File: config.mk
export PLATFORM = sky130hd
export DESIGN_NAME = mem_arbiter
export DESIGN_NICKNAME = d
export VERILOG_FILES = /design/src/rtl/mem_arbiter.sv
export SDC_FILE = /design/constraint.sdc
export NUM_CORES = 1
export LEC_CHECK = 0
export BUFFER_PORTS_ARGS = -buffer_cell sky130_fd_sc_hd__buf_2
export CAP_MARGIN = 20
export CORE_AREA = 2 2 106 108
export DETAILED_ROUTE_END_ITERATION = 12
export DIE_AREA = 0 0 108 110
export PLACE_DENSITY_LB_ADDON = 0.1
export SYNTH_ARGS = -nofsm -noshare
export SYNTH_HDL_FRONTEND = slang
export SYNTH_SLANG_ARGS = --single-unit
File: constraint.sdc
create_clock -name clk -period 3.2 [get_ports clk]
set_input_delay 0.8 -clock clk [delete_from_list [all_inputs] [get_ports clk]]
set_output_delay 0.8 -clock clk [all_outputs]
set_load 0.02 [all_outputs]
File: src/rtl/mem_arbiter.sv
// rtl/mem_arbiter.sv - fetch/data port arbiter onto a single-outstanding memory port
// Data port has priority; a starvation counter forces a fetch grant after STARVE_LIMIT data wins.
module mem_arbiter #(
   parameter int STARVE_LIMIT = 4
) (
   input  logic        clk,
   input  logic        rst,
   input  logic        i_req,
   input  logic [31:0] i_addr,
   output logic [31:0] i_rdata,
   output logic        i_valid,
   input  logic        flush,
   input  logic        d_req,
   input  logic        d_we,
   input  logic [31:0] d_addr,
   input  logic [31:0] d_wdata,
   input  logic [3:0]  d_be,
   output logic [31:0] d_rdata,
   output logic        d_valid,
   output logic        m_req,
   output logic        m_we,
   output logic [31:0] m_addr,
   output logic [31:0] m_wdata,
   output logic [3:0]  m_be,
   input  logic        m_ack,
   input  logic        m_rvalid,
   input  logic [31:0] m_rdata
);

   localparam int CW = $clog2(STARVE_LIMIT + 2);
   localparam logic [CW-1:0] LIMIT = CW'(STARVE_LIMIT);

   typedef enum logic [1:0] {S_IDLE, S_REQ, S_WAIT} state_t;

   state_t        state_q;
   logic          owner_data_q;
   logic          drop_q;
   logic [CW-1:0] starve_q;
   logic          m_req_q;
   logic          m_we_q;
   logic [31:0]   m_addr_q;
   logic [31:0]   m_wdata_q;
   logic [3:0]    m_be_q;

   logic i_elig;
   logic starve_hit;
   logic grant_i;
   logic grant_d;

   // A flush in the arbitration cycle means the fetch address is stale, so the fetch sits out.
   assign i_elig     = i_req & ~flush;
   assign starve_hit = (starve_q == LIMIT);
   assign grant_d    = d_req & ~(i_elig & starve_hit);
   assign grant_i    = i_elig & ~grant_d;

   always_ff @(posedge clk or negedge rst) begin
      if (!rst) begin
         state_q      <= S_IDLE;
         owner_data_q <= 1'b0;
         drop_q       <= 1'b0;
         starve_q     <= '0;
         m_req_q      <= 1'b0;
         m_we_q       <= 1'b0;
         m_addr_q     <= '0;
         m_wdata_q    <= '0;
         m_be_q       <= '0;
      end else begin
         case (state_q)
            S_IDLE: begin
               if (grant_i || grant_d) begin
                  state_q      <= S_REQ;
                  m_req_q      <= 1'b1;
                  owner_data_q <= grant_d;
                  m_we_q       <= grant_d & d_we;
                  m_addr_q     <= grant_d ? d_addr : i_addr;
                  m_wdata_q    <= grant_d ? d_wdata : '0;
                  m_be_q       <= grant_d ? d_be : 4'hF;
               end
               if (grant_i || !i_elig)
                  starve_q <= '0;
               else if (grant_d && !starve_hit)
                  starve_q <= starve_q + CW'(1);
            end
            S_REQ: begin
               if (flush && !owner_data_q)
                  drop_q <= 1'b1;
               if (m_ack) begin
                  state_q <= S_WAIT;
                  m_req_q <= 1'b0;
               end
            end
            S_WAIT: begin
               if (flush && !owner_data_q)
                  drop_q <= 1'b1;
               if (m_rvalid) begin
                  state_q <= S_IDLE;
                  drop_q  <= 1'b0;
               end
            end
            default: state_q <= S_IDLE;
         endcase
      end
   end

   assign m_req   = m_req_q;
   assign m_we    = m_we_q;
   assign m_addr  = m_addr_q;
   assign m_wdata = m_wdata_q;
   assign m_be    = m_be_q;

   assign i_rdata = m_rdata;
   assign d_rdata = m_rdata;
   // A redirect arriving with the response still kills the stale fetch.
   assign i_valid = (state_q == S_WAIT) & m_rvalid & ~owner_data_q & ~drop_q & ~flush;
   assign d_valid = (state_q == S_WAIT) & m_rvalid & owner_data_q;

endmodule

Word-level counts from Yosys, hierarchy flattened. Index checks and enable logic that the tools add are counted.

Input bits: 140. Register bits: 77. Output and inout port bits: 136. Word-level logic and storage cells: 61.

Equality and inequality tests: 6. Add/sub/neg operators: 1. Reductions and logical operators: 15. Mux-type cells: 15. Bitwise gates (word level): 15.

Operators by type and width (count): 32-bit two-way mux (2); 1-bit bitwise AND (10); 2-bit two-way mux (3); 3-bit two-way mux (2); 2-bit inequality test, second input constant (3); 2-bit one-hot mux with 3 select lines (1); 3-bit AND reduction (2); 2-bit nonzero test (3); 1-bit inverter (5); 1-bit two-way mux (4); 4-bit two-way mux (1); 1-bit one-hot mux with 2 select lines (2); 2-bit AND reduction (2); 3-bit by 1-bit adder with 3-bit output, second input constant (1); 3-bit == test, second input constant (1); 1-bit logical NOT (3); 2-bit by 1-bit == test with 1-bit output, second input constant (1); 2-bit == test, second input constant (1); 1-bit logical AND (2); 2-bit logical NOT (1); 1-bit logical OR (2).

Longest topological paths before layout.
Word-level depth: 10. Gate-level depth with buffers: 8.

Worst setup path after synthesis. OpenSTA, ideal clock, no wires.

Kind: input-to-output. From: in flush. To: out i_valid. Arrival: 1.519 ns. Stages on the path: 1. Data required time: 2.400 ns. Slack: 0.881 ns. Cell sequence: nor4_1.

Cells in the longest elaborated chain, start to end: 2.

RTL lines: start, declared (line 12) `input logic flush,`; 1-bit inverter (line 114) `assign i_valid = (state_q == S_WAIT) & m_rvalid & ~owner_data_q & ~drop_q & ~flush;`; 1-bit bitwise AND (line 114); end, declared (line 11) `output logic i_valid,`.

No other way between the ends.

Final worst setup path.
From: reg state_q[0]. To: out i_valid.

Cells in the longest elaborated chain, start to end: 5.

RTL lines: start, declared (line 35) `state_t state_q;`; start signal, assigned (line 58) `state_q <= S_IDLE;`; start signal, assigned (line 71) `state_q <= S_REQ;`; start signal, assigned (line 88) `state_q <= S_WAIT;`; 2-bit == test (line 114); 1-bit bitwise AND (4 in series) (line 114).

No other way between the ends.

==> reports/results.ini <==
[route]
via_per_inst=4.75
vias=2982
drt_iter0_markers=202
wl_per_cell_um=14.4
drt_first_pass_iters=4
drc_errors=0
wl_um=9030
antenna_left=0

[final_layout]
drive_above_1_share_pct=42.2
final_cell_mix=buf_2, dfrtp_1, a21oi_1
fillers=1093
area_growth_pct=19.5
multiInputGateArea_mm2=0.00119
mostFrequentLayoutCell=buf_2
antenna_cells=0
nNetsFinal=630
seq_area_mm2=0.00193

[critical_path]
endpoint=i_valid
cp_max_fo=4
worstPathArrival_ns=1.56
reg2reg_depth=5
crit_required_ns=2.40
worstSetupStartpointType=register
r2r_slack_ns=1.31
startpoint=state_q[0]
r2r_start=state_q[0]
timing.rr.end=m_wdata[20]
path_class=reg -> out
cp-end-kind=output port

[die]
start_util_pct=35.2
die_area_mm2=0.0119
rows=38
chipWidth_um=108
die_h_um=110
coreArea_mm2=0.0107
ios=276

[clocking]
clk_pin_slew_ns=0.08
cts_tree=done
cts_max_path_buffers=2
clock-sinks=77
cts_hold_buf=0
postCtsResizedCells=0
clock_latency_ns=0.34
cts_buffers=9
cts-htree-levels=3
cts_setup_buffers=0
cts_root_buf=clkbuf_8

[timing]
postLayoutSetupSlackWorst_ns=0.839
fin_tns_setup_ns=0
fmax_ghz=0.424
min_period_ns=2.36
drv_slew=0
setup_violations=0
relSlewSlack_pct=49.9
rsz0062_at_grt=false
finClkSkew_ns=0.00953
finalHoldViolCount=0
min_period_over_period_pct=73.8
tightest_slew_ns=0.749

[grt]
grt_max_degree=78
grt_pass1_wl_um=13700
antenna_found_initial=0
grt_pass1_vias=2898
grt_usage_pct=14.8
grt_overflow=0

[pwr]
p_leak_uw=0.00229
p_per_area_mw_per_mm2=992
vdd_drop_max_uv=329

[min_path]
hold_class=in -> async

[placement]
gp_congestion=0.736
io_buffers=179
post-place-ws_ns=0.919
hpwl_um=6340

[logic_synthesis]
synth-seq-area-share_pct=51.1
synth_cell_types=31
ys.flop_type=dfrtp_1
postSynthCellCount=373
synth_top_area_share_pct=51.1
avgSynthCellArea_um2=10.1
synth-edff-count=0
yosysTopAreaCell=dfrtp_1
synth_area_leaders=dfrtp_1, buf_4, a21oi_1
syn_area_mm2=0.00377
syn-num-nets=520
ys_async_sr_fraction_pct=100
yosys_warnings=0
synth_seq_cells=77

[run]
maxCapViolations=0

[outcome]
outcome=completed

==> layout make-up <==
class / count / area share (%)
clock buffers: 11 / 3.14
clock inverters: 5 / 1.31
inverters: 9 / 0.750
multi-input cells: 202 / 26.3
flip-flops and latches: 77 / 42.8
well taps: 140 / 3.89
repair buffers: 184 / 21.8
==> Yosys cell counts, types with 2 or more instances <==
library cell	instances
nand4_1	2
a31oi_1	2
nand2_1	35
ha_1	7
o22a_1	4
inv_1	9
nor2_1	34
clkbuf_1	2
dfrtp_1	77
buf_2	7
clkbuf_4	2
o21ai_0	5
a22o_1	33
buf_4	70
a21oi_1	65
buf_6	4
==> cell families (layout without fill, tap and decap cells) <==
| family | after synthesis | count (layout) | synth area share [%] |
|---|---|---|---|
| multiplexers | 2 | 2 | 0.565 |
| buffers and inverters | 94 | 209 | 17.6 |
| AND/OR/NAND/NOR | 79 | 79 | 8.90 |
| AO/OA/AOI/OAI | 114 | 114 | 19.5 |
| flip-flops | 77 | 77 | 51.1 |
| adder cells (fa/ha/maj) | 7 | 7 | 2.32 |
==> registers in the layout, indices dropped and copies added (netlist names) <==
name / flops
drop_q: 1
m_addr: 32
state_q: 2
m_req: 1
owner_data_q: 1
m_we: 1
starve_q: 3
m_be: 4
m_wdata: 32
==> worst max-delay path: stages (launching register included) <==
cell and delay (ns):
dfrtp_1 0.41, inv_1 0.12, ha_1 0.23, nand2_1 0.09, nor4_1 0.16, buf_2 0.21
==> worst min path at each step <==
stage	end	slack, ns	cells past startpoint
after floorplan	starve_q[2]	0.45	1
after global placement	m_wdata[0]	0.48	1
after detailed placement	m_wdata[0]	0.49	1
after CTS	m_wdata[30]	0.51	1
after global routing	m_wdata[7]	0.34	1
final	m_wdata[7]	0.35	1
==> power breakdown <==
group,internal [µW],switching (µW)
clock,383,355
sequential,1420,236
combinational,792,1280
total,2600,1870
==> per-layer routing <==
layer | vias up | share of wire [%] | global-route usage (%)
li1 | 1426 | - | -
met1 | 1387 | 42 | 18.1
met2 | 156 | 46 | 24.2
met3 | 13 | 10 | 4.76
met4 | 0 | 1.8 | 6.59
met5 | - | 0 | 0
==> per-stage QoR <==
| stage | power, µW | std cells | hold WS (ns) | cell area [µm²] | utilization (%) |
|---|---|---|---|---|---|
| final | 4470 | 628 | 0.347 | 4500 | 42.1 |
| after global routing | 4830 | 628 | 0.341 | 4500 | 42.1 |
| after CTS | 4540 | 627 | 0.510 | 4480 | 41.8 |
| after detailed placement | 3770 | 611 | 0.485 | 4280 | 40.0 |
| after global placement | 3760 | 611 | 0.484 | 4280 | 40.0 |
| after floorplan | 3170 | 373 | 0.450 | 3770 | - |
Note: power is estimated with default switching activity, not from simulation.
